[src/rtl/sid_write_router_pkg.sv]
`default_nettype none
// ============================================================================
// sid_pkg : shared types and constants for the multi-SID write router
// Revision: 1.0
// ============================================================================
package sid_pkg;

  localparam int SID_REG_BITS  = 5;
  localparam int SID_CHIP_BITS = 3;

  typedef struct packed {
    logic [SID_CHIP_BITS-1:0] chip;
    logic [SID_REG_BITS-1:0]  regnum;
    logic [7:0]               data;
  } sid_wr_t;

  typedef enum logic {ADDR, DATA} parse_state_t;

  typedef enum logic {IDLE, STROBE} issue_state_t;

endpackage
`default_nettype wire

[src/rtl/sid_write_router_if.sv]
`default_nettype none
// ============================================================================
// sid_write_router_if : byte-stream input and shared SID bus output
// Revision: 1.0
// ============================================================================
interface sid_write_router_if #(
  parameter int N_SID = 2
);
  import sid_pkg::*;

  logic [7:0]              s_tdata;
  logic                    s_tvalid;
  logic                    s_tready;
  logic [SID_REG_BITS-1:0] sid_addr;
  logic [7:0]              sid_data;
  logic [N_SID-1:0]        sid_n_cs;

  // master: stream source / bus observer; slave: the router
  modport master (
    output s_tdata, s_tvalid,
    input  s_tready, sid_addr, sid_data, sid_n_cs
  );

  modport slave (
    input  s_tdata, s_tvalid,
    output s_tready, sid_addr, sid_data, sid_n_cs
  );

endinterface
`default_nettype wire

[src/rtl/sid_write_router_fifo.sv]
`default_nettype none
// ============================================================================
// sync_fifo : single-clock FIFO with level output and registered head word
// Revision: 1.0
// ============================================================================
module sync_fifo #(
  parameter int WIDTH = 16,
  parameter int DEPTH = 16
) (
  input  wire logic                       sysclk,
  input  wire logic                       n_reset,
  input  wire logic                       push_i,
  input  wire logic                       pop_i,
  input  wire logic [WIDTH-1:0]           din_i,
  output logic                            full_o,
  output logic                            empty_o,
  output logic [$clog2(DEPTH+1)-1:0]      level_o,
  output logic [WIDTH-1:0]                head_o
);

  localparam int AW = $clog2(DEPTH);
  localparam int LW = $clog2(DEPTH+1);

  logic [WIDTH-1:0] mem_q [DEPTH];
  logic [AW-1:0]    wr_ptr_q, rd_ptr_q, rd_ptr_d;
  logic [LW-1:0]    level_q;
  logic [WIDTH-1:0] head_q;
  logic             w_push, w_pop;

  assign full_o  = (level_q == LW'(DEPTH));
  assign empty_o = (level_q == '0);
  assign w_push  = push_i && !full_o;
  assign w_pop   = pop_i && !empty_o;
  assign rd_ptr_d = rd_ptr_q + AW'(w_pop);
  assign level_o = level_q;
  assign head_o  = head_q;

  always_ff @(posedge sysclk) begin
    if (w_push) mem_q[wr_ptr_q] <= din_i;
  end

  always_ff @(posedge sysclk or negedge n_reset) begin
    if (!n_reset) begin
      wr_ptr_q <= '0;
      rd_ptr_q <= '0;
      level_q  <= '0;
      head_q   <= '0;
    end else begin
      wr_ptr_q <= wr_ptr_q + AW'(w_push);
      rd_ptr_q <= rd_ptr_d;
      level_q  <= level_q + LW'(w_push) - LW'(w_pop);
      // the incoming word becomes the head when it lands where the read pointer is going
      if (w_push && (wr_ptr_q == rd_ptr_d)) head_q <= din_i;
      else                                  head_q <= mem_q[rd_ptr_d];
    end
  end

endmodule
`default_nettype wire

[src/rtl/sid_write_router.sv]
`default_nettype none
// ============================================================================
// sid_write_router : parses (addr,data) byte pairs and issues paced writes
// to one of N_SID SID chips through a write FIFO.  Revision: 1.0
// ============================================================================
module sid_write_router
  import sid_pkg::*;
#(
  parameter int N_SID      = 2,
  parameter int FIFO_DEPTH = 16,
  parameter int TIMEOUT    = 50000
) (
  input  wire logic                          sysclk,
  input  wire logic                          n_reset,
  input  wire logic                          clk_en_i,
  sid_write_router_if.slave                  bus,
  output logic                               overflow_o,
  output logic [$clog2(FIFO_DEPTH+1)-1:0]    fifo_level_o
);

  localparam int TW = (TIMEOUT > 1) ? $clog2(TIMEOUT) : 1;

  parse_state_t             pstate_q;
  issue_state_t             istate_q;
  logic [SID_CHIP_BITS-1:0] chip_q;
  logic [SID_REG_BITS-1:0]  reg_q;
  logic [TW-1:0]            tmo_q;
  logic                     overflow_q;
  logic [SID_REG_BITS-1:0]  addr_q;
  logic [7:0]               data_q;
  logic [N_SID-1:0]         n_cs_q;

  logic                     w_full, w_empty, w_tready, w_accept, w_chip_ok, w_push, w_pop;
  logic [SID_CHIP_BITS-1:0] w_chip;
  sid_wr_t                  w_din, w_head;

  assign w_chip    = bus.s_tdata[7:5];
  assign w_chip_ok = (32'(w_chip) < N_SID);
  assign w_tready  = !((pstate_q == DATA) && w_full);
  assign w_accept  = bus.s_tvalid && w_tready;
  assign w_push    = (pstate_q == DATA) && w_accept;
  assign w_pop     = (istate_q == IDLE) && clk_en_i && !w_empty;
  assign w_din     = '{chip: chip_q, regnum: reg_q, data: bus.s_tdata};

  sync_fifo #(
    .WIDTH ($bits(sid_wr_t)),
    .DEPTH (FIFO_DEPTH)
  ) u_fifo (
    .sysclk  (sysclk),
    .n_reset (n_reset),
    .push_i  (w_push),
    .pop_i   (w_pop),
    .din_i   (w_din),
    .full_o  (w_full),
    .empty_o (w_empty),
    .level_o (fifo_level_o),
    .head_o  (w_head)
  );

  // Parser: out-of-range chip bytes in ADDR are dropped, which resyncs the pair framing
  always_ff @(posedge sysclk or negedge n_reset) begin
    if (!n_reset) begin
      pstate_q   <= ADDR;
      chip_q     <= '0;
      reg_q      <= '0;
      tmo_q      <= '0;
      overflow_q <= 1'b0;
    end else begin
      if (bus.s_tvalid && !w_tready) overflow_q <= 1'b1;
      case (pstate_q)
        ADDR: begin
          if (w_accept && w_chip_ok) begin
            chip_q   <= w_chip;
            reg_q    <= bus.s_tdata[SID_REG_BITS-1:0];
            tmo_q    <= '0;
            pstate_q <= DATA;
          end
        end
        DATA: begin
          if (w_accept) begin
            tmo_q    <= '0;
            pstate_q <= ADDR;
          end else if (tmo_q == TW'(TIMEOUT - 1)) begin
            tmo_q    <= '0;
            pstate_q <= ADDR;
          end else begin
            tmo_q <= tmo_q + TW'(1);
          end
        end
      endcase
    end
  end

  // Issuer: select goes low on one clk_en and is released on the next
  always_ff @(posedge sysclk or negedge n_reset) begin
    if (!n_reset) begin
      istate_q <= IDLE;
      addr_q   <= '0;
      data_q   <= '0;
      n_cs_q   <= '1;
    end else begin
      case (istate_q)
        IDLE: begin
          if (w_pop) begin
            addr_q   <= w_head.regnum;
            data_q   <= w_head.data;
            n_cs_q   <= ~(N_SID'(1) << w_head.chip);
            istate_q <= STROBE;
          end
        end
        STROBE: begin
          if (clk_en_i) begin
            n_cs_q   <= '1;
            istate_q <= IDLE;
          end
        end
      endcase
    end
  end

  assign bus.s_tready = w_tready;
  assign bus.sid_addr = addr_q;
  assign bus.sid_data = data_q;
  assign bus.sid_n_cs = n_cs_q;
  assign overflow_o   = overflow_q;

endmodule
`default_nettype wire

[src/flat_wrapper.sv]
// flat-port wrapper written by rule: the top's interface ports become plain ports
module sid_write_router_flat import sid_pkg::*;
#(
  parameter int N_SID      = 2,
  parameter int FIFO_DEPTH = 16,
  parameter int TIMEOUT    = 50000
)
  (sysclk, n_reset, clk_en_i, overflow_o, fifo_level_o, bus_s_tdata, bus_s_tvalid, bus_s_tready, bus_sid_addr, bus_sid_data, bus_sid_n_cs);
  sid_write_router_if #(.N_SID(N_SID)) bus_i ();
  input  wire logic sysclk;
  input  wire logic n_reset;
  input  wire logic clk_en_i;
  output logic overflow_o;
  output logic [$clog2(FIFO_DEPTH+1)-1:0] fifo_level_o;
  input wire logic [$bits(bus_i.s_tdata)-1:0] bus_s_tdata;
  input wire logic [$bits(bus_i.s_tvalid)-1:0] bus_s_tvalid;
  output wire logic [$bits(bus_i.s_tready)-1:0] bus_s_tready;
  output wire logic [$bits(bus_i.sid_addr)-1:0] bus_sid_addr;
  output wire logic [$bits(bus_i.sid_data)-1:0] bus_sid_data;
  output wire logic [$bits(bus_i.sid_n_cs)-1:0] bus_sid_n_cs;
  assign bus_i.s_tdata = bus_s_tdata;
  assign bus_i.s_tvalid = bus_s_tvalid;
  assign bus_s_tready = bus_i.s_tready;
  assign bus_sid_addr = bus_i.sid_addr;
  assign bus_sid_data = bus_i.sid_data;
  assign bus_sid_n_cs = bus_i.sid_n_cs;
  sid_write_router #(.N_SID(N_SID), .FIFO_DEPTH(FIFO_DEPTH), .TIMEOUT(TIMEOUT)) u_core (.sysclk(sysclk), .n_reset(n_reset), .clk_en_i(clk_en_i), .bus(bus_i), .overflow_o(overflow_o), .fifo_level_o(fifo_level_o));
endmodule
[config.mk]
export PLATFORM = sky130hd
export DESIGN_NAME = sid_write_router_flat
export DESIGN_NICKNAME = d
export VERILOG_FILES = /design/src/rtl/sid_write_router_pkg.sv /design/src/rtl/sid_write_router_if.sv /design/src/rtl/sid_write_router_fifo.sv /design/src/rtl/sid_write_router.sv /design/src/flat_wrapper.sv
export SDC_FILE = /design/constraint.sdc
export NUM_CORES = 1
export LEC_CHECK = 0
export BUFFER_PORTS_ARGS = -buffer_cell sky130_fd_sc_hd__clkbuf_2
export CORE_MARGIN = 2
export CORE_UTILIZATION = 62
export CTS_CLUSTER_DIAMETER = 150
export DETAILED_ROUTE_END_ITERATION = 12
export PLACE_DENSITY = 0.79
export SYNTH_ARGS = -nofsm -noshare
export SYNTH_HDL_FRONTEND = slang
export SYNTH_SLANG_ARGS = --single-unit
[constraint.sdc]
create_clock -name sysclk -period 5.1 [get_ports sysclk]
set_clock_uncertainty 0.05 [all_clocks]
set_input_delay 0.51 -clock sysclk [delete_from_list [all_inputs] [get_ports sysclk]]
set_output_delay 0.51 -clock sysclk [all_outputs]
set_load 0.01 [all_outputs]
# == Yosys cells after proc, flatten, opt, wreduce, memory -nomap -nowiden ==
# Memories as Yosys holds them, arrays and structs flattened. A register that Yosys moved wholly into a read port is not among the register bits.
# Cells that the tools add are included.
# totals
regBits,55
latchBits,0
ramBits,256
romBits,0
in_bits,12
output_inout_bits,22
elab_cells,61
mem_count,1
# classes
add_sub_neg,5
n_mul,0
div,0
magnitude_cmp,1
n_eq_ne,5
shift,1
mux,16
n_bitwise,3
reduce_logical,17
# memory_table
name,depth,word_bits,read_ports,rd_ports_with_merged_regs,wr,line,source
u_core.u_fifo.mem_q,16,16,1,1,1,sid_write_router_fifo.sv:24,logic [WIDTH-1:0] mem_q [DEPTH];
# ops
op,count
$mux W16,3
$pmux W16 S2,1
$add A16 B1 Y16 const B,1
$eq A16 B16 Y1 const B,1
$logic_and A1 B1 Y1,9
$add A4 B1 Y4,2
$mux W1,7
$reduce_and A2 Y1,3
$add A5 B1 Y5,1
$eq A5 B5 Y1 const B,1
$logic_not A5 Y1,1
$sub A5 B1 Y5,1
$logic_not A1 Y1,4
$mux W2,2
$ne A2 B2 Y1 const B,2
$pmux W1 S2,2
$pmux W2 S2,1
$lt A3 B2 Y1 const B,1
$shl A1 B3 Y2 const A,1
$ne A2 B1 Y1 const B,1
$not A1 Y1,2
$not A2 Y2,1

# == Depth between registers and ports, before layout ==
# logic_depth
ltp_word,8
ltp_mapped,14

# == Cells and area by module ==
# Synthesis repeated with hierarchy kept, for this count alone.
# hier_totals
cells_unflattened,1053
hier_area_um2,14077.3
# by_module_without_submodules
module,n_inst,cells_per_inst,area_per_inst_um2,seq_area_each_um2
sync_fifo,1,879,12064.1,8413.1
sid_write_router,1,174,2013.2,1053.5

# == Worst setup path after synthesis ==
# No wires, ideal clock.
# synth_path
kind,register to register
startpoint,"register u_core.u_fifo.level_q[3], in the netlist u_core.u_fifo.level_o[3]"
endpoint,"register u_core.u_fifo.head_q[11], in the netlist u_core.u_fifo.head_o[11] (read register of u_core.u_fifo.mem_q)"
setup_time_ns,0.125
t_arrival_ns,3.716
required_time_ns,4.925
slack_ns,1.209
path_stages_with_launch,15
path_buffers,4
period_less_slack_ns,3.891
cell_sequence,dfrtp_1 inv_1 ha_1 or4b_2 nor3b_1 buf_2 ha_1 ha_1 buf_2 buf_2 buf_1 mux4_2 mux2i_1 a21oi_1 mux2_2
# synth_between
elab_chain_len,5
# synth_lines
item,line,source
"start, declared",sid_write_router_fifo.sv:26,logic [LW-1:0] level_q;
"start signal, assigned",sid_write_router_fifo.sv:51,level_q <= level_q + LW'(w_push) - LW'(w_pop);
$logic_not A5 Y1 *,sid_write_router_fifo.sv:31,assign empty_o = (level_q == '0);
$logic_not A1 Y1 *,"sid_write_router_fifo.sv:33, sid_write_router.sv:42",
$logic_and A1 B1 Y1,sid_write_router.sv:42,assign w_pop = (istate_q == IDLE) && clk_en_i && !w_empty;
$logic_and A1 B1 Y1 *,sid_write_router_fifo.sv:33,assign w_pop = pop_i && !empty_o;
$add A4 B1 Y4 *,sid_write_router_fifo.sv:34,assign rd_ptr_d = rd_ptr_q + AW'(w_pop);
named net u_core.u_fifo.rd_ptr_d[1],sid_write_router_fifo.sv:25,"logic [AW-1:0] wr_ptr_q, rd_ptr_q, rd_ptr_d;"
"end, declared",sid_write_router_fifo.sv:27,logic [WIDTH-1:0] head_q;
# The timed path passes the listed nets; every way through them passes the cells marked *.
# A chain may end at the register's enable or synchronous reset.

# == Final worst setup path ==
# layout_path
startpoint,"register u_core.u_fifo.level_q[2], in the netlist u_core.u_fifo.level_o[2]"
endpoint,"register u_core.u_fifo.head_q[3], in the netlist u_core.u_fifo.head_o[3] (read register of u_core.u_fifo.mem_q)"
# The elaborated chain is that of the path after synthesis.

==> metrics.txt <==
CTS tree=done; I/O pin cnt=34; fin nets=771; RR Startpoint=u_core.u_fifo.level_o[2]$_DFF_PN0_; mean post-synth cell area=18.89 um2; Setup Fix Bufs, Post-CTS=0; detailed-route DRC error count=0; Detailed Route Iter0 Violations=520; Port Buf Inserts=33; setup violators final=0; worst hold path class=input pin to async pin; slowest cell delay on critical path=0.69 ns; Post-Route WL=27,360 um; EDFF count, synth=256; # diodes=0; final HPWL from detailed placement=15,030 um; die area=22,100 um2; nature of the critical path startpoint=flop; largest net degree at the start of global routing=72; Clk pwr share=30.6%; Peak supply drop=0.0003867 V; drt pass-1 iters=5; top_reg_cell synth=edfxtp_1; Synth Area in Adders=1.215%; CP arrival=4.67 ns; share of the synthesized area in the top cell type=59.24%; Post-Synthesis Net Count=711; crit path setup slack, layout=0.7792 ns; CTS Buffer Depth=3; period utilization=84.72%; Resize count post-CTS=0; Global Route Usage Sum=25.77%; dpl ws=0.8841 ns; later-pin clock latency in the skew report=0.52 ns; cts-stage hold buffer count=0; Via Count=6,786; Reg clk slew, reported paths=0.06 ns; R2R depth=13; CP max stage cell=ha_2; cell breakdown of the critical path=inv_1 -> ha_1 -> or4b_2 -> nor3b_2 -> buf_4 -> ha_4 -> ha_2 -> buf_12 -> mux4_2 -> nor2b_1 -> a211oi_1 -> a21oi_1 -> mux2_2; cell with the most instances after synthesis=edfxtp_1; sequential share of the synthesized area=72.95%; sw frac=29.36%; area delta synth->final=14.08%; Worst Path Required=5.45 ns; Pwr per Cell Area=574.4 nW/um2; Detail Route Antenna Nets=0; Highest Clock Rate=231.4 MHz; DR vias/cell=6.500; grt ovf=0; largest area contributor in the netlist=edfxtp_1; flop and latch count out of synthesis=327; Num Clock Sinks=327; Total Neg Setup Slack=0 ns; maxcap violations=0; unrepaired setup endpoints after global routing=false; leak pwr=5.128 nW; layout cells sized above 1=30.10%; first-pass GRT wire length=41,520 um; root buf cell=clkbuf_16; status=finished clean; area fraction in compound gates after synthesis=3.683%; area of the core=20,360 um2; top post-synthesis cells by area=edfxtp_1 59%, dfrtp_1 13%, mux4_2 11%; die height=148.7 um; Synth top cells by count=256 x edfxtp_1, 69 x dfrtp_1, 64 x mux4_2; Seq pwr share=40.5%; combinational share of power=28.9%; antenna violations before repair=1; crit path kind=flop to flop; Warnings, synthesis=0; mapped cell area=12,980 um2; count of cell types in the netlist=49; clock buffer count from CTS=35; final hold violations=0; crit-path max FO=48; slew of the pin with the lowest slew margin=1.280 ns; fillers=1,157; max_slew headroom=14.37%; P_sw=2.496 mW; Gate Count Post-Synth=687; r2r setup slk=0.78 ns; vias in the first global route=6,949; multiplexer share of the synthesized area=15.38%; largest family of logic cells by synthesized area=multiplexers; post-route minimum period=4.321 ns; CTS H-tree depth=2; crit path capture type=flop; Simple-Gate Fraction of Synth Area=4.378%; Die X=148.7 um; Internal Power=6.007 mW; WL/cell=26.20 um; routability congestion estimate=0.8070; Slew Viols, Final=0; number of core rows=52; xor/xnor share of the synthesized area=0.8100%; ys async rst share=21.71%; reg-to-reg endpoint=u_core.u_fifo.head_o[3]$_DFF_PN0_; initial core utilization=63.72%
-- flip-flops by register name, indices dropped and copies added (netlist names) --
register                cells
u_core.bus.sid_n_cs         2
u_core.u_fifo.level_o       5
u_core.u_fifo.mem_q       256
u_core.reg_q                5
u_core.istate_q             1
u_core.u_fifo.head_o       16
u_core.tmo_q               16
u_core.bus.sid_addr         5
u_core.u_fifo.rd_ptr_q      4
u_core.u_fifo.wr_ptr_q      4
u_core.pstate_q             1
u_core.overflow_o           1
u_core.bus.sid_data         8
u_core.chip_q               3
-- cells by family after synthesis --
| kind of cell | Yosys count |
|---|---|
| and+or+nand+nor | 102 |
| adders and majority gates | 12 |
| muxes | 115 |
| xor gates and xnor gates | 12 |
| buffers and inverters | 46 |
| AOI/OAI and AO/OA | 73 |
| DFF | 327 |
-- placed cells by master, fill, tap and decap left out, drive strengths merged, types with 5 or more instances in the layout --
| cell | count |
|---|---|
| edfxtp | 256 |
| clkbuf | 78 |
| dfrtp | 69 |
| mux4 | 64 |
| mux2 | 35 |
| a21oi | 26 |
| buf | 25 |
| nor2b | 20 |
| nor2 | 20 |
| inv | 17 |
| nand2 | 16 |
| mux2i | 16 |
| a211oi | 16 |
| a31oi | 12 |
| nand3 | 11 |
| ha | 11 |
| o21ai | 7 |
| xor2 | 7 |
| nor3 | 7 |
| nor4 | 6 |
| clkinv | 6 |
| xnor2 | 5 |
| bufinv | 5 |
-- how the worst max path moves through the flow --
stage | start | to | slack, ns | depth (start not counted)
2_1_floorplan | u_core.u_fifo.level_o[3]$_DFF_PN0_ | u_core.u_fifo.head_o[11]$_DFF_PN0_ | 1.21 | 14
3_3_place_gp | u_core.u_fifo.level_o[3]$_DFF_PN0_ | u_core.u_fifo.head_o[13]$_DFF_PN0_ | 1.03 | 11
3_5_place_dp | u_core.u_fifo.level_o[2]$_DFF_PN0_ | u_core.u_fifo.head_o[3]$_DFF_PN0_ | 0.88 | 13
4_1_cts | u_core.u_fifo.level_o[2]$_DFF_PN0_ | u_core.u_fifo.head_o[8]$_DFF_PN0_ | 0.79 | 13
5_1_grt | u_core.u_fifo.level_o[3]$_DFF_PN0_ | u_core.u_fifo.head_o[10]$_DFF_PN0_ | 0.67 | 13
6_report | u_core.u_fifo.level_o[2]$_DFF_PN0_ | u_core.u_fifo.head_o[3]$_DFF_PN0_ | 0.78 | 13
-- metrics by stage --
stage | instance area [um2] | instances | hold WS [ns] | utilization, % | power (mW)
2_1_floorplan | 12980 | 687 | 0.1644 | - | 5.264
3_3_place_gp | 13610 | 980 | 0.3996 | 66.85 | 5.833
3_5_place_dp | 13610 | 980 | 0.4132 | 66.85 | 5.934
4_1_cts | 14800 | 1044 | 0.1253 | 72.69 | 8.572
5_1_grt | 14800 | 1044 | 0.1759 | 72.69 | 8.876
6_report | 14800 | 1044 | 0.09126 | 72.69 | 8.503
-- metal layers --
metal | global-route usage [%] | share of wire, %
met1 | 36.47 | 40
met2 | 40.74 | 49
met3 | 6.135 | 9.4
met4 | 8.238 | 2.4
met5 | 0 | 0
-- critical path, delay by kind of cell (launching register included) --
family                     cells  cell delay [ns]
adders and majority gates      3             1.05
and+or+nand+nor                3             0.93
buffers and inverters          3             0.70
muxes                          2             0.64
AOI/OAI and AO/OA              2             0.41
DFF                            1             0.40
-- power groups by stage --
stage | Combinational, mW | Sequential [mW] | Clock, mW
5_1_grt | 2.66 | 3.47 | 2.74
6_report | 2.46 | 3.44 | 2.60
4_1_cts | 2.49 | 3.44 | 2.64
2_1_floorplan | 1.87 | 3.40 | 0
3_3_place_gp | 2.37 | 3.47 | 0
3_5_place_dp | 2.44 | 3.49 | 0
-- cell type report --
| class | count | area, um2 | share of cell area [%] |
|---|---|---|---|
| well taps | 270 | 337.8 | 2.282 |
| repair buffers | 57 | 372.9 | 2.519 |
| inverters | 12 | 45.04 | 0.3043 |
| flip-flops and latches | 327 | 9467 | 63.95 |
| clock buffers | 46 | 947.2 | 6.398 |
| clock inverters | 18 | 242.7 | 1.640 |
| multi-input cells | 314 | 3391 | 22.91 |
(Power assumes the default switching activity.)
